$ cat src/rtl/led_frame_serializer.sv
// rtl/led_frame_serializer.sv - parallel-in serial-out LED frame transmitter with idle gap
module led_frame_serializer #(
  parameter int WIDTH     = 8,
  parameter int DIV       = 4,
  parameter int GAP       = 2,
  parameter bit MSB_FIRST = 1'b1
) (
  input  logic             clk,
  input  logic             rst,
  input  logic [WIDTH-1:0] data_in,
  input  logic             valid_in,
  output logic             ready_out,
  input  logic             abort_in,
  output logic             d_out,
  output logic             ce_out,
  output logic             busy_out,
  output logic             done_out
);

  // Counter widths are kept at least one bit so degenerate DIV/GAP values still elaborate.
  localparam int BW = (WIDTH > 1) ? $clog2(WIDTH) : 1;
  localparam int DW = (DIV > 1) ? $clog2(DIV) : 1;
  localparam int GW = (GAP > 1) ? $clog2(GAP) : 1;

  localparam logic [BW-1:0] BIT_LAST = BW'(WIDTH - 1);
  localparam logic [DW-1:0] DIV_LAST = DW'(DIV - 1);
  localparam logic [GW-1:0] GAP_LAST = GW'((GAP > 0) ? GAP - 1 : 0);

  typedef enum logic [1:0] {
    S_IDLE  = 2'd0,
    S_SHIFT = 2'd1,
    S_GAP   = 2'd2
  } state_e;

  state_e           state_q, state_d;
  logic [WIDTH-1:0] shift_q, shift_d;
  logic [DW-1:0]    div_q,   div_d;
  logic [BW-1:0]    bit_q,   bit_d;
  logic [GW-1:0]    gap_q,   gap_d;
  logic             done_q,  done_d;
  logic             div_wrap;
  logic             head_bit;

  // The divider wrap marks the last clock of every bit period (and of every gap period).
  assign div_wrap  = (div_q == DIV_LAST);
  assign head_bit  = MSB_FIRST ? shift_q[WIDTH-1] : shift_q[0];

  assign ready_out = (state_q == S_IDLE);
  assign busy_out  = (state_q != S_IDLE);
  assign ce_out    = (state_q == S_SHIFT) && div_wrap;
  assign d_out     = (state_q == S_SHIFT) && head_bit;
  assign done_out  = done_q;

  // Next-state logic: accept, shift/gap sequencing, completion pulse and abort override.
  always_comb begin
    state_d = state_q;
    shift_d = shift_q;
    div_d   = div_q;
    bit_d   = bit_q;
    gap_d   = gap_q;
    done_d  = 1'b0;

    case (state_q)
      S_IDLE: begin
        if (valid_in) begin
          state_d = S_SHIFT;
          shift_d = data_in;
          div_d   = '0;
          bit_d   = '0;
          gap_d   = '0;
        end
      end

      S_SHIFT: begin
        div_d = div_wrap ? '0 : div_q + 1'b1;
        if (div_wrap) begin
          shift_d = MSB_FIRST ? (shift_q << 1) : (shift_q >> 1);
          bit_d   = bit_q + 1'b1;
          if (bit_q == BIT_LAST) begin
            bit_d = '0;
            if (GAP == 0) begin
              state_d = S_IDLE;
              done_d  = 1'b1;
            end else begin
              state_d = S_GAP;
            end
          end
        end
      end

      S_GAP: begin
        div_d = div_wrap ? '0 : div_q + 1'b1;
        if (div_wrap) begin
          gap_d = gap_q + 1'b1;
          if (gap_q == GAP_LAST) begin
            gap_d   = '0;
            state_d = S_IDLE;
            done_d  = 1'b1;
          end
        end
      end

      default: begin
        state_d = S_IDLE;
      end
    endcase

    // An abort throws the frame away without a completion pulse; it is ignored while idle
    // so that a simultaneous valid_in still gets accepted.
    if (abort_in && (state_q != S_IDLE)) begin
      state_d = S_IDLE;
      shift_d = '0;
      div_d   = '0;
      bit_d   = '0;
      gap_d   = '0;
      done_d  = 1'b0;
    end
  end

  // State and datapath registers, cleared asynchronously.
  always_ff @(posedge clk or negedge rst) begin
    if (!rst) begin
      state_q <= S_IDLE;
      shift_q <= '0;
      div_q   <= '0;
      bit_q   <= '0;
      gap_q   <= '0;
      done_q  <= 1'b0;
    end else begin
      state_q <= state_d;
      shift_q <= shift_d;
      div_q   <= div_d;
      bit_q   <= bit_d;
      gap_q   <= gap_d;
      done_q  <= done_d;
    end
  end

endmodule
$ cat config.mk
export PLATFORM = sky130hd
export DESIGN_NAME = led_frame_serializer
export DESIGN_NICKNAME = d
export VERILOG_FILES = /design/src/rtl/led_frame_serializer.sv
export SDC_FILE = /design/constraint.sdc
export NUM_CORES = 1
export LEC_CHECK = 0
export BUFFER_PORTS_ARGS = -buffer_cell sky130_fd_sc_hd__buf_2
export CAP_MARGIN = 20
export CORE_MARGIN = 2
export CORE_UTILIZATION = 55
export DETAILED_ROUTE_END_ITERATION = 6
export GPL_TIMING_DRIVEN = 0
export PLACE_DENSITY = 0.78
export SLEW_MARGIN = 20
export SYNTH_ARGS = -nofsm -noshare
export SYNTH_HDL_FRONTEND = slang
export SYNTH_SLANG_ARGS = --single-unit
$ cat constraint.sdc
create_clock -name clk -period 4 [get_ports clk]
set_clock_uncertainty 0.05 [all_clocks]
set_input_delay 0.2 -clock clk [delete_from_list [all_inputs] [get_ports clk]]
set_output_delay 0.2 -clock clk [all_outputs]
set_load 0.02 [all_outputs]
After elaboration in Yosys (flattened, before gate mapping)
Cells that the tools add are included.
{ "totals": {"in_bits": 12, "ff_bits": 17, "output_inout_bits": 5} }
{ "classes": {"n_reduce_logical": 13, "muxes": 29, "n_eq_ne": 9, "addsub": 3} }
{ "ops": {"columns": ["cell", "n"], "rows": [
  ["$mux W8", 3],
  ["$mux W2", 9],
  ["$pmux W8 S2", 1],
  ["$mux W3", 4],
  ["$reduce_bool A3 Y1", 3],
  ["$mux W1", 8],
  ["$ne A3 B2 Y1 const B", 2],
  ["$ne A3 B3 Y1 const B", 2],
  ["$pmux W2 S3", 1],
  ["$pmux W3 S2", 1],
  ["$reduce_and A3 Y1", 2],
  ["$reduce_and A5 Y1", 1],
  ["$eq A2 B2 Y1 const B", 2],
  ["$pmux W2 S2", 1],
  ["$add A3 B1 Y3 const B", 1],
  ["$eq A3 B3 Y1 const B", 1],
  ["$logic_and A1 B1 Y1", 3],
  ["$ne A3 B1 Y1 const B", 1],
  ["$add A2 B1 Y2 const B", 1],
  ["$eq A2 B1 Y1 const B", 1],
  ["$logic_not A2 Y1", 1],
  ["$pmux W1 S2", 1],
  ["$reduce_and A2 Y1", 1],
  ["$reduce_bool A2 Y1", 1],
  ["2 further kinds", 2]
]} }

Logic depth before layout (Yosys ltp)
Gate-level depths: netlist of run 1.
{ "logic_depth": {"depth_word": 5, "ltp_mapped": 8, "mapped_depth_nobuf": 6} }

Worst setup path before layout of run 1
OpenSTA, ideal clock, no wires.
{ "synth_timing": {"kind": "reg-to-reg", "from": "register state_q[0]", "to": "register shift_q[1]", "slack_ns": 2.083, "setup_time_ns": 0.125, "required_time_ns": 3.825, "synth_period_minus_slack_ns": 1.917, "arrival_ns": 1.742, "stages_incl_launch_ff": 8, "path_cell_list": "dfrtp_1 inv_1 ha_1 buf_6 and2b_4 o211ai_4 buf_12 mux2_4"} }
{ "synth_between": {"word_cells_on_any_way": 10} }
{ "synth_rtl": {"columns": ["item", "line", "source"], "rows": [
  ["start: declaration", "35", "state_e state_q, state_d;"],
  ["start signal: assignment", "130", "state_q <= state_d;"],
  ["$logic_not A2 Y1 (*)", null, null],
  ["net ready_out", "12", "output logic ready_out,"],
  ["$ne A3 B2 Y1 (no line), or another cell as far along", null, null],
  ["$reduce_and A3 Y1 (no line) / $mux W8 (equally long branches)", null, null],
  ["end signal: assignment", "131", "shift_q <= shift_d;"],
  ["end: declaration", "36", "logic [WIDTH-1:0] shift_q, shift_d;"]
]} }
Mark *: on every way through the listed nets, which the timed path passes. The rest lies on a longest branch.
A chain may end at the register's enable or synchronous reset.

Worst setup path after layout of run 1
{ "layout_timing": {"from": "register state_q[0]", "to": "register shift_q[7]"} }
{ "layout_between": {"elab_chain_cells": 4, "word_cells_on_any_way": 10} }
{ "layout_rtl": {"columns": ["item", "line", "source"], "rows": [
  ["$reduce_bool A2 Y1", "110", "if (abort_in && (state_q != S_IDLE)) begin"],
  ["$logic_and A1 B1 Y1", "110", null],
  ["$ne A3 B2 Y1 (no line) / $reduce_bool A3 Y1 (equally long branches)", null, null],
  ["$reduce_and A3 Y1 (no line)", null, null]
]} }
Parallel ways exist; a longest one is shown, timed or not.

==> results of run 1 <==
[report_power, final]
group          total [W]  switching, W  internal (W)
registers       0.000268     0.0000365      0.000232
logic           0.000416      0.000199      0.000217
clock network  0.0000949     0.0000576     0.0000373
total           0.000779      0.000293      0.000486
[critical path: cells and delay by family, from the launching register on]
kind,cells,cell delay (ns)
compound gates,1,0.15
fa+ha+maj,1,0.23
buf+inv,3,0.41
flops,1,0.41
mux,1,0.30
simple gates,1,0.30
[cell type report]
| cell class | count | area, um2 | share of cell area [%] |
|---|---|---|---|
| clock inverters | 1 | 5.00 | 0.406 |
| plain buffers | 6 | 51.3 | 4.16 |
| flip-flops and latches | 17 | 425 | 34.5 |
| multi-input cells | 72 | 578 | 46.9 |
| well taps | 27 | 33.8 | 2.74 |
| repair buffers | 17 | 90.1 | 7.31 |
| clock buffers | 3 | 22.5 | 1.83 |
| inverters | 7 | 26.3 | 2.13 |
[stage by stage]
stage,power (W),cells,utilization (%),worst slack (ns)
global placement,0.000673,145,62.8,2.10
detailed placement,0.000691,145,62.8,2.05
CTS,0.000785,150,64.8,2.04
finish,0.000779,150,64.8,2.04
global route,0.000834,150,64.8,1.94
floorplan,0.000608,102,-,2.08
[state kept, by name, indices dropped and copies added, names as in the netlist]
signal,count
done_out,1
bit_q,3
shift_q,8
div_q,2
gap_q,1
state_q,2
[logic make-up after synthesis]
group           Yosys count  share of synthesized area (%)
simple gates             32                           16.1
compound gates           17                           11.3
flops                    17                           39.4
mux                      16                           17.9
buf+inv                  13                           7.18
fa+ha+maj                 7                           8.10
[cells in the final DEF, fill, tap and decap left out, types with 3 or more instances in the layout]
master / instances
sky130_fd_sc_hd__a21oi_1: 5
sky130_fd_sc_hd__buf_2: 20
sky130_fd_sc_hd__clkbuf_4: 3
sky130_fd_sc_hd__dfrtp_1: 17
sky130_fd_sc_hd__ha_1: 7
sky130_fd_sc_hd__inv_1: 7
sky130_fd_sc_hd__mux2_2: 3
sky130_fd_sc_hd__mux2_4: 6
sky130_fd_sc_hd__mux2i_1: 7
sky130_fd_sc_hd__nand2_1: 5
sky130_fd_sc_hd__nor2_1: 10
sky130_fd_sc_hd__nor3b_1: 3
sky130_fd_sc_hd__o21ai_0: 5
[path summary, 6_finish.rpt]
path / end / slack, ns / start / cells past startpoint
min reg2reg: shift_q[2]$_DFFE_PN0P_ / 0.47 / shift_q[2]$_DFFE_PN0P_ / 1
min in group asynchronous: gap_q$_DFFE_PN0P_ / 0.29 / rst / 2
max in group asynchronous: div_q[0]$_DFFE_PN0P_ / 3.34 / rst / 2
min: shift_q[0]$_DFFE_PN0P_ / 0.12 / data_in[0] / 3
max: shift_q[7]$_DFFE_PN0P_ / 2.04 / state_q[0]$_DFFE_PN0P_ / 7
max reg2reg: shift_q[7]$_DFFE_PN0P_ / 2.04 / state_q[0]$_DFFE_PN0P_ / 7
[metal layers]
layer / GRT usage [%] / vias up / part of all wire (%)
met2: 32.2 / 15 / 50
li1: - / 400 / -
met5: 0 / - / 0
met4: 5.71 / 0 / 0.83
met1: 21.5 / 386 / 45
met3: 2.78 / 3 / 3.6
==> run_summary.xml, run 1 <==
<?xml version="1.0" encoding="UTF-8"?>
<metrics>
  <group name="cts">
    <metric name="worst_setup_hold_path_clk_slew" unit="ns">0.10</metric>
    <metric name="ctsHtreeMaxLevel" unit="">1</metric>
    <metric name="tritoncts" unit="">yes</metric>
    <metric name="tritoncts_num_sinks" unit="">17</metric>
    <metric name="clk_root_buffer_cell" unit="">sky130_fd_sc_hd__clkbuf_4</metric>
    <metric name="cts_made_buffers" unit="">3</metric>
    <metric name="ctsHoldBuffers" unit="">1</metric>
    <metric name="cts_resized" unit="">0</metric>
    <metric name="clk_latency" unit="ns">0.29</metric>
    <metric name="clock_path_buffers" unit="">2</metric>
    <metric name="number_of_buffers_inserted_by_post_cts_setup_repair" unit="">0</metric>
  </group>
  <group name="sta">
    <metric name="grt_setup_unrepaired" unit="">no</metric>
    <metric name="worst_hold_check_slack" unit="ns">0.116</metric>
    <metric name="drv_slew" unit="">0</metric>
    <metric name="setup_viol" unit="">0</metric>
    <metric name="worst_slew_margin_rel" unit="%">74.5</metric>
    <metric name="layout_worst_path_cycle_share" unit="%">48.9</metric>
    <metric name="maxClockFrequency" unit="MHz">511</metric>
    <metric name="tns" unit="ns">0</metric>
    <metric name="worst_margin_slew" unit="ns">0.382</metric>
    <metric name="finalHoldViolations" unit="">0</metric>
    <metric name="fin_crit" unit="ns">1.96</metric>
  </group>
  <group name="power">
    <metric name="p_per_area" unit="mW/mm2">632</metric>
    <metric name="vdd_drop_max" unit="mV">0.380</metric>
    <metric name="static-leakage-power" unit="nW">0.621</metric>
  </group>
  <group name="route">
    <metric name="drt-wirelength-per-cell" unit="um">12.8</metric>
    <metric name="final_antenna_net_count" unit="">0</metric>
    <metric name="detail_route.wirelength" unit="mm">1.92</metric>
    <metric name="drc" unit="">0</metric>
    <metric name="detail_route.iter0.violations" unit="">8</metric>
    <metric name="routed-via-count" unit="">804</metric>
    <metric name="viasPerCell" unit="">5.36</metric>
    <metric name="drt_pass1_iterations" unit="">4</metric>
  </group>
  <group name="logic_synthesis">
    <metric name="post-synth-top-area-fraction" unit="%">39.4</metric>
    <metric name="synth_most_common_cell" unit="">sky130_fd_sc_hd__dfrtp_1</metric>
    <metric name="synth_cell_area" unit="mm2">0.00108</metric>
    <metric name="number_of_cells_produced_by_synthesis" unit="">102</metric>
    <metric name="dominantRegCellSynth" unit="">sky130_fd_sc_hd__dfrtp_1</metric>
    <metric name="yosysWarningCount" unit="">0</metric>
    <metric name="post-synth-top-area-cell" unit="">sky130_fd_sc_hd__dfrtp_1</metric>
    <metric name="synth_enable_flop_cells" unit="">0</metric>
    <metric name="synth_common_cells" unit="">17 x sky130_fd_sc_hd__dfrtp_1, 10 x sky130_fd_sc_hd__nor2_1, 7 x sky130_fd_sc_hd__ha_1, 7 x sky130_fd_sc_hd__inv_1, 7 x sky130_fd_sc_hd__mux2i_1</metric>
    <metric name="synth_top_cells_by_area" unit="">sky130_fd_sc_hd__dfrtp_1 39%, sky130_fd_sc_hd__mux2_4 8.3%, sky130_fd_sc_hd__ha_1 8.1%, sky130_fd_sc_hd__mux2i_1 6.5%, sky130_fd_sc_hd__nor2_1 3.5%</metric>
    <metric name="yosys.cell_types.count" unit="">31</metric>
    <metric name="ys_ff_latch" unit="">17</metric>
    <metric name="post_synth.cell_area_avg" unit="um2">10.6</metric>
    <metric name="ys_seq_area_share" unit="%">39.4</metric>
    <metric name="syn_nets" unit="">121</metric>
    <metric name="asyncSetResetFlopFracSynth" unit="%">100</metric>
  </group>
  <group name="worst_setup_path">
    <metric name="top_fanout_value_on_the_critical_path" unit="">10</metric>
    <metric name="cp_required" unit="ns">4.14</metric>
    <metric name="arrival" unit="ns">2.10</metric>
    <metric name="crit_path_top_delay_cell" unit="">sky130_fd_sc_hd__dfrtp_1</metric>
    <metric name="cp_slowest_stage_delay" unit="ns">0.41</metric>
    <metric name="worstPathCellList" unit="">inv_1 -&gt; ha_1 -&gt; buf_6 -&gt; or2b_1 -&gt; o211ai_4 -&gt; buf_12 -&gt; mux2_4</metric>
    <metric name="crit_path_end_kind" unit="">flop</metric>
    <metric name="timing_worst_setup_path_type" unit="">reg2reg</metric>
    <metric name="timing.critical_path.from_type" unit="">flop</metric>
  </group>
  <group name="flow_run">
    <metric name="timing.max_cap.violations" unit="">0</metric>
  </group>
  <group name="finish">
    <metric name="layout_cell_share_with_drive_strength_beyond_1" unit="%">30.9</metric>
    <metric name="syn_to_final_growth" unit="%">14.0</metric>
    <metric name="num_antenna_cells" unit="">0</metric>
    <metric name="fillerInstances" unit="">148</metric>
    <metric name="final_cell_area" unit="mm2">0.00123</metric>
    <metric name="final_nets" unit="">143</metric>
  </group>
  <group name="place">
    <metric name="dp_hpwl" unit="mm">1.43</metric>
    <metric name="place.port_buffers" unit="">16</metric>
    <metric name="finalWeightedCongestion" unit="">0.734</metric>
    <metric name="dpl_cell_area" unit="mm2">0.00119</metric>
  </group>
  <group name="grt">
    <metric name="grt_start_max_net_pins" unit="">18</metric>
    <metric name="grt_pass1_vias" unit="">797</metric>
    <metric name="grt_antenna_before_repair" unit="">0</metric>
    <metric name="grt_first_pass_wirelength" unit="mm">3.33</metric>
    <metric name="congestion_overflow_gr" unit="">0</metric>
    <metric name="global_route.usage.total" unit="%">17.7</metric>
  </group>
  <group name="min_path">
    <metric name="hp-class" unit="">in2reg</metric>
  </group>
  <group name="floorplan">
    <metric name="die_w" unit="um">48.3</metric>
    <metric name="floorplan.die.height" unit="um">48.3</metric>
    <metric name="core" unit="mm2">0.00190</metric>
    <metric name="start_util" unit="%">56.8</metric>
    <metric name="design.die.area" unit="mm2">0.00234</metric>
    <metric name="pin_count" unit="">17</metric>
    <metric name="core.rowCount" unit="">16</metric>
  </group>
  <group name="outcome">
    <metric name="run_status" unit="">finished clean</metric>
  </group>
</metrics>
No activity file was read; power rests on OpenSTA's default activity.
==> run 2: changes to the inputs <==
Clock period 4 ns to 1.8 ns, I/O delays scaled along.
==> run 2 against run 1 <==
Against the previous run:
- the flow now finishes with violations (setup timing)
- cell count grew 5.3%
- first-iteration DRC count unchanged
- flip-flop and latch count is the same
- largest power group unchanged
- total power rose to 2.6 times the previous value
- combinational power grew to 2.8 times the previous value
- wire length up 24%
- die area did not move
- cell area is 8.7% higher
==> run_summary.xml, run 2 (synthesis results as in run 1) <==
<?xml version="1.0" encoding="UTF-8"?>
<metrics>
  <group name="place">
    <metric name="dp_hpwl" unit="mm">1.45</metric>
    <metric name="place.port_buffers" unit="">16</metric>
    <metric name="dpl_cell_area" unit="mm2">0.00121</metric>
    <metric name="finalWeightedCongestion" unit="">0.760</metric>
    <metric name="pre_cts_ws" unit="ns">-0.0907</metric>
  </group>
  <group name="sta">
    <metric name="worst_slew_margin_rel" unit="%">74.1</metric>
    <metric name="worst_hold_check_slack" unit="ns">0.00902</metric>
    <metric name="finalWorstSetupSlack" unit="ns">-0.0154</metric>
    <metric name="setup_viol" unit="">2</metric>
    <metric name="finalHoldViolations" unit="">0</metric>
    <metric name="worst_margin_slew" unit="ns">0.389</metric>
    <metric name="grt_setup_unrepaired" unit="">yes</metric>
    <metric name="drv_slew" unit="">0</metric>
    <metric name="maxClockFrequency" unit="MHz">551</metric>
    <metric name="layout_worst_path_cycle_share" unit="%">101</metric>
    <metric name="fin_crit" unit="ns">1.82</metric>
  </group>
  <group name="finish">
    <metric name="layout_common_cells" unit="">18 x sky130_fd_sc_hd__buf_2, 17 x sky130_fd_sc_hd__dfrtp_1, 10 x sky130_fd_sc_hd__nor2_1, 7 x sky130_fd_sc_hd__buf_4, 7 x sky130_fd_sc_hd__mux2i_1</metric>
    <metric name="top_regs" unit="">shift_q (8), bit_q (3)</metric>
    <metric name="final_cell_area" unit="mm2">0.00134</metric>
    <metric name="syn_to_final_growth" unit="%">24.0</metric>
    <metric name="final_nets" unit="">151</metric>
    <metric name="layout_cell_share_with_drive_strength_beyond_1" unit="%">38.2</metric>
    <metric name="largest_register_ffs" unit="">8</metric>
    <metric name="final_common_cell" unit="">sky130_fd_sc_hd__buf_2</metric>
    <metric name="registers.top_by_ff_count" unit="">shift_q</metric>
    <metric name="num_antenna_cells" unit="">0</metric>
  </group>
  <group name="route">
    <metric name="detail_route.iter0.violations" unit="">8</metric>
    <metric name="drt_pass1_iterations" unit="">4</metric>
    <metric name="final_antenna_net_count" unit="">0</metric>
    <metric name="drt-wirelength-per-cell" unit="um">15.0</metric>
    <metric name="viasPerCell" unit="">5.42</metric>
    <metric name="detail_route.wirelength" unit="mm">2.38</metric>
    <metric name="drc" unit="">0</metric>
    <metric name="routed-via-count" unit="">856</metric>
  </group>
  <group name="worst_setup_path">
    <metric name="timing.critical_path.from_type" unit="">flop</metric>
    <metric name="worst_r2r_startpoint" unit="">state_q[0]$_DFFE_PN0P_</metric>
    <metric name="reg2reg_to" unit="">shift_q[3]$_DFFE_PN0P_</metric>
    <metric name="cp_required" unit="ns">1.95</metric>
    <metric name="crit_path_end_kind" unit="">flop</metric>
    <metric name="arrival" unit="ns">1.97</metric>
    <metric name="top_fanout_value_on_the_critical_path" unit="">5</metric>
    <metric name="reg2regPathDepth" unit="">6</metric>
    <metric name="worst-r2r-setup-slack" unit="ns">-0.02</metric>
    <metric name="cp-startpoint" unit="">state_q[0]$_DFFE_PN0P_</metric>
    <metric name="timing_worst_setup_path_type" unit="">reg2reg</metric>
  </group>
  <group name="cts">
    <metric name="clk_latency" unit="ns">0.30</metric>
    <metric name="ctsHtreeMaxLevel" unit="">1</metric>
    <metric name="tritoncts" unit="">yes</metric>
    <metric name="tritoncts_num_sinks" unit="">17</metric>
    <metric name="cts_made_buffers" unit="">3</metric>
    <metric name="clock_path_buffers" unit="">2</metric>
    <metric name="worst_setup_hold_path_clk_slew" unit="ns">0.10</metric>
    <metric name="clk_root_buffer_cell" unit="">sky130_fd_sc_hd__clkbuf_4</metric>
  </group>
  <group name="grt">
    <metric name="grt_start_max_net_pins" unit="">18</metric>
    <metric name="groute.layer.met1.usage" unit="%">24.6</metric>
    <metric name="grt_first_pass_wirelength" unit="mm">3.68</metric>
    <metric name="busiest_layer" unit="">met2</metric>
    <metric name="use_met2" unit="%">35.0</metric>
    <metric name="grt_util_met3" unit="%">2.78</metric>
    <metric name="congestion_overflow_gr" unit="">0</metric>
    <metric name="global_route.usage.total" unit="%">20.1</metric>
    <metric name="grt_pass1_vias" unit="">856</metric>
    <metric name="grt_antenna_before_repair" unit="">0</metric>
  </group>
  <group name="floorplan">
    <metric name="pin_count" unit="">17</metric>
    <metric name="start_util" unit="%">56.8</metric>
    <metric name="design.die.area" unit="mm2">0.00234</metric>
    <metric name="die_w" unit="um">48.3</metric>
    <metric name="floorplan.die.height" unit="um">48.3</metric>
    <metric name="core" unit="mm2">0.00190</metric>
    <metric name="core.rowCount" unit="">16</metric>
  </group>
  <group name="power">
    <metric name="vdd_drop_max" unit="mV">0.873</metric>
    <metric name="p_per_area" unit="mW/mm2">1480</metric>
    <metric name="overall_power_of_the_completed_layout" unit="W">0.00199</metric>
    <metric name="static-leakage-power" unit="nW">0.672</metric>
    <metric name="power_switching" unit="W">0.000729</metric>
    <metric name="seq_power_share" unit="%">30.0</metric>
    <metric name="share_comb_of_total_power" unit="%">59.1</metric>
    <metric name="intPower" unit="W">0.00126</metric>
    <metric name="power_switching_share" unit="%">36.7</metric>
    <metric name="clock_power_share" unit="%">10.9</metric>
  </group>
  <group name="flow_run">
    <metric name="timing.max_cap.violations" unit="">0</metric>
  </group>
  <group name="outcome">
    <metric name="run_status" unit="">complete, but fails checks</metric>
    <metric name="violations" unit="">setup timing</metric>
  </group>
  <group name="min_path">
    <metric name="hold_end" unit="">shift_q[0]$_DFFE_PN0P_</metric>
    <metric name="hp-class" unit="">in2reg</metric>
    <metric name="min_delay_path_depth" unit="">3</metric>
    <metric name="hp-start" unit="">data_in[0]</metric>
  </group>
</metrics>
-- run 2: cell count changes in the layout (fill, tap and decap cells not counted), sizes merged --
| cell | change |
|---|---|
| clkinv | -1 |
| clkbuf | +2 |
| buf | +7 |
-- run 2: metrics by stage --
stage	instances	setup TNS [ns]	utilization [%]
floorplan	102	-0.0214	-
global placement	145	-0.306	63.5
detailed placement	145	-0.514	63.5
CTS	155	-0.00270	67.8
global route	158	-0.511	70.5
finish	158	-0.0187	70.5
-- run 2: repair_timing --
action / 4_1_cts / 5_1_grt
hold endpoints to repair: 17 / 0
resized for setup: 3 / 4
cloned: 0 / 1
pin swaps: 1 / 2
buffers inserted: 5 / 3
setup endpoints to repair: 7 / 12
hold buffers: 1 / 0
-- run 2: power by group through the flow --
| stage | logic [W] | clock network [W] | registers, W |
|---|---|---|---|
| after global routing | 0.00128 | 0.000238 | 0.000612 |
| final | 0.00117 | 0.000217 | 0.000597 |
| after detailed placement | 0.000949 | 0 | 0.000606 |
| after CTS | 0.00104 | 0.000225 | 0.000594 |
| after floorplan | 0.000794 | 0 | 0.000581 |
| after global placement | 0.000921 | 0 | 0.000594 |
-- run 2: critical path, stage by stage, from the launching register on --
cell                        delay (ns)
sky130_fd_sc_hd__dfrtp_1          0.42
sky130_fd_sc_hd__ha_1             0.22
sky130_fd_sc_hd__buf_6            0.13
sky130_fd_sc_hd__nand3b_1         0.21
sky130_fd_sc_hd__o211ai_4         0.18
sky130_fd_sc_hd__clkbuf_16        0.21
sky130_fd_sc_hd__mux2_4           0.28
-- run 2: how the worst max path moves through the flow --
stage	slack (ns)	end
after global routing	-0.07	shift_q[3]$_DFFE_PN0P_
final	-0.02	shift_q[3]$_DFFE_PN0P_
after detailed placement	-0.09	shift_q[5]$_DFFE_PN0P_
after floorplan	-0.004	shift_q[1]$_DFFE_PN0P_
after CTS	-0.003	shift_q[5]$_DFFE_PN0P_
after global placement	-0.05	shift_q[1]$_DFFE_PN0P_
-- run 2: cell type report --
type                    count  area [um2]
plain buffers               5        48.8
repair buffers             26         183
fillers                   145         562
well taps                  27        33.8
inverters                   7        26.3
multi-input cells          72         597
flip-flops and latches     17         425
clock buffers               4        26.3
-- run 2: metal layers --
layer / vias up / share of wire, %
li1: 415 / -
met1: 419 / 45
met2: 17 / 50
met3: 5 / 3.2
met4: 0 / 2.0
met5: - / 0
==> run 3: changes to the inputs <==
Settings changed: CORE_UTILIZATION 55 to 45, PLACE_DENSITY 0.78 to 0.66.
==> run 3 against run 2 <==
Against the previous run:
- die area rose by 20%
- highest routed layer unchanged
- non-clock buffer count rose by 2
- sequential power rose by 2%
- register-to-register slack improved by 0.11 ns
- the run now ends clean
- via count fell by 0.93%
- maximum frequency rose by 6.5%
- cell area rose by 1.0%
- combinational power fell by 4%
- hold slack improved by 0.0067 ns
- wire length fell by 3.7%
==> run_summary.xml, run 3 (synthesis results as in run 1) <==
<?xml version="1.0" encoding="UTF-8"?>
<metrics>
  <group name="outcome">
    <metric name="run_status" unit="">finished clean</metric>
  </group>
  <group name="worst_setup_path">
    <metric name="worstPathCellList" unit="">inv_2 -&gt; ha_4 -&gt; and2b_4 -&gt; o211ai_4 -&gt; buf_6 -&gt; mux2_4</metric>
    <metric name="timing_worst_setup_path_type" unit="">reg2reg</metric>
    <metric name="number_of_buffers_and_inverters_on_the_critical_path" unit="">2</metric>
    <metric name="cp_required" unit="ns">1.94</metric>
    <metric name="crit_path_top_delay_cell" unit="">sky130_fd_sc_hd__dfrtp_2</metric>
    <metric name="cp_slowest_stage_delay" unit="ns">0.43</metric>
    <metric name="timing.critical_path.from_type" unit="">flop</metric>
    <metric name="crit_cells" unit="">6</metric>
    <metric name="worst-r2r-setup-slack" unit="ns">0.1</metric>
    <metric name="setup.worst_path.end" unit="">shift_q[4]$_DFFE_PN0P_</metric>
    <metric name="crit_family" unit="">flip-flops</metric>
    <metric name="reg2reg_to" unit="">shift_q[4]$_DFFE_PN0P_</metric>
    <metric name="arrival" unit="ns">1.85</metric>
    <metric name="top_fanout_value_on_the_critical_path" unit="">7</metric>
    <metric name="reg2regPathDepth" unit="">6</metric>
    <metric name="worst_r2r_startpoint" unit="">state_q[0]$_DFFE_PN0P_</metric>
    <metric name="cp-startpoint" unit="">state_q[0]$_DFFE_PN0P_</metric>
    <metric name="crit_path_end_kind" unit="">flop</metric>
  </group>
  <group name="grt">
    <metric name="busiest_layer" unit="">met2</metric>
    <metric name="groute.layer.met1.usage" unit="%">23.8</metric>
    <metric name="grt_util_met3" unit="%">2.54</metric>
    <metric name="grt_start_max_net_pins" unit="">18</metric>
    <metric name="global_route.usage.total" unit="%">18.5</metric>
    <metric name="grt_pass1_vias" unit="">841</metric>
    <metric name="grt_antenna_before_repair" unit="">0</metric>
    <metric name="congestion_overflow_gr" unit="">0</metric>
    <metric name="grt_first_pass_wirelength" unit="mm">3.75</metric>
    <metric name="use_met2" unit="%">31.0</metric>
  </group>
  <group name="floorplan">
    <metric name="start_util" unit="%">48.4</metric>
    <metric name="die_w" unit="um">53.0</metric>
    <metric name="floorplan.die.height" unit="um">53.0</metric>
    <metric name="pin_count" unit="">17</metric>
    <metric name="design.die.area" unit="mm2">0.00281</metric>
    <metric name="core" unit="mm2">0.00223</metric>
    <metric name="core.rowCount" unit="">17</metric>
  </group>
  <group name="sta">
    <metric name="fin_crit" unit="ns">1.70</metric>
    <metric name="drv_slew" unit="">0</metric>
    <metric name="layout_worst_path_cycle_share" unit="%">94.7</metric>
    <metric name="worst_slew_margin_rel" unit="%">74.0</metric>
    <metric name="finalHoldViolations" unit="">0</metric>
    <metric name="setup_viol" unit="">0</metric>
    <metric name="maxClockFrequency" unit="MHz">587</metric>
    <metric name="grt_setup_unrepaired" unit="">no</metric>
    <metric name="worst_margin_slew" unit="ns">0.390</metric>
  </group>
  <group name="cts">
    <metric name="clk_latency" unit="ns">0.30</metric>
    <metric name="clock_path_buffers" unit="">2</metric>
    <metric name="tritoncts_num_sinks" unit="">17</metric>
    <metric name="tritoncts" unit="">yes</metric>
    <metric name="cts_made_buffers" unit="">3</metric>
    <metric name="ctsHtreeMaxLevel" unit="">1</metric>
    <metric name="clk_root_buffer_cell" unit="">sky130_fd_sc_hd__clkbuf_4</metric>
    <metric name="worst_setup_hold_path_clk_slew" unit="ns">0.11</metric>
  </group>
  <group name="place">
    <metric name="place.port_buffers" unit="">16</metric>
    <metric name="dpl_cell_area" unit="mm2">0.00121</metric>
    <metric name="finalWeightedCongestion" unit="">0.698</metric>
    <metric name="dp_hpwl" unit="mm">1.49</metric>
    <metric name="placedCellCount" unit="">146</metric>
  </group>
  <group name="finish">
    <metric name="final_cell_area" unit="mm2">0.00135</metric>
    <metric name="registers.top_by_ff_count" unit="">shift_q</metric>
    <metric name="finalNonFillerCells" unit="">161</metric>
    <metric name="largest_register_ffs" unit="">8</metric>
    <metric name="final_common_cell" unit="">sky130_fd_sc_hd__buf_2</metric>
    <metric name="fillerInstances" unit="">188</metric>
    <metric name="num_antenna_cells" unit="">0</metric>
    <metric name="syn_to_final_growth" unit="%">25.2</metric>
    <metric name="layout_common_cells" unit="">19 x sky130_fd_sc_hd__buf_2, 16 x sky130_fd_sc_hd__dfrtp_1, 10 x sky130_fd_sc_hd__nor2_1, 8 x sky130_fd_sc_hd__buf_4</metric>
    <metric name="top_regs" unit="">shift_q (8), bit_q (3)</metric>
    <metric name="final_nets" unit="">153</metric>
    <metric name="layout_cell_share_with_drive_strength_beyond_1" unit="%">41.4</metric>
  </group>
  <group name="route">
    <metric name="final_antenna_net_count" unit="">0</metric>
    <metric name="drc" unit="">0</metric>
    <metric name="viasPerCell" unit="">5.27</metric>
    <metric name="drt_pass1_iterations" unit="">4</metric>
    <metric name="detail_route.wirelength" unit="mm">2.29</metric>
    <metric name="drt-wirelength-per-cell" unit="um">14.2</metric>
    <metric name="routed-via-count" unit="">848</metric>
    <metric name="detail_route.iter0.violations" unit="">12</metric>
  </group>
  <group name="power">
    <metric name="p_per_area" unit="mW/mm2">1440</metric>
    <metric name="static-leakage-power" unit="nW">0.671</metric>
    <metric name="vdd_drop_max" unit="mV">0.844</metric>
  </group>
  <group name="flow_run">
    <metric name="timing.max_cap.violations" unit="">0</metric>
  </group>
  <group name="min_path">
    <metric name="hp-class" unit="">in2reg</metric>
  </group>
</metrics>
==> run 3: worst min-delay path, stage by stage <==
cell and delay (ns):
sky130_fd_sc_hd__buf_2 0.08, sky130_fd_sc_hd__nand4b_1 0.07, sky130_fd_sc_hd__o21ai_0 0.09
==> run 3: layout make-up <==
type                            count  area (um2)  area share (%)
Sequential cell                    17         427            31.5
Clock buffer                        4        26.3            1.94
Inverter                            7        26.3            1.94
Multi-Input combinational cell     72         619            45.7
Tap cell                           28        35.0            2.59
Buffer                              3        15.0            1.11
Timing Repair Buffer               30         205            15.2
==> run 3: metrics by stage <==
| step | hold slack [ns] | setup TNS [ns] | utilization (%) | total power [W] | setup WS (ns) |
|---|---|---|---|---|---|
| finish | 0.0158 | 0 | 60.6 | 0.00195 | 0.0957 |
| global placement | -0.0104 | -0.346 | 54.1 | 0.00152 | -0.0592 |
| CTS | 0.0118 | 0 | 62.7 | 0.00209 | 0.0154 |
| global route | 0.0351 | 0 | 60.6 | 0.00209 | 0.0203 |
| detailed placement | -0.00678 | -0.566 | 54.1 | 0.00156 | -0.0968 |
| floorplan | -0.256 | -0.0214 | - | 0.00137 | -0.00357 |
==> run 3: repair_timing <==
action | in CTS | in global routing
endpoints found under the setup margin | 7 | 13
endpoints found under the hold margin | 18 | 0
cloned | 1 | 0
gates resized for setup | 9 | 6
buffers inserted | 12 | 1
pin swaps | 1 | 4
hold buffers | 2 | 0
==> run 3: routing by layer <==
metal / vias to the layer above / wire [um] / part of all wire (%)
met3: 4 / 91 / 4.0
met4: 0 / 34 / 1.5
met5: - / 0 / 0
met1: 412 / 1040 / 45
met2: 17 / 1130 / 49
li1: 415 / - / -
==> run 3: worst min path at each step <==
stage / start / end / slack (ns) / cells after the start
after floorplan: rst / bit_q[0]$_DFFE_PN0P_ / -0.26 / 0
after global placement: rst / done_out$_DFF_PN0_ / -0.01 / 1
after detailed placement: rst / done_out$_DFF_PN0_ / -0.007 / 1
after CTS: data_in[0] / shift_q[0]$_DFFE_PN0P_ / 0.01 / 3
after global routing: data_in[0] / shift_q[0]$_DFFE_PN0P_ / 0.04 / 3
final: data_in[0] / shift_q[0]$_DFFE_PN0P_ / 0.02 / 3
==> run 3: power by group <==
group	switching (W)	internal (W)	leakage (nW)	total [W]
clock network	0.000132	0.0000864	0.0150	0.000219
registers	0.0000887	0.000517	0.221	0.000606
logic	0.000493	0.000628	0.435	0.00112
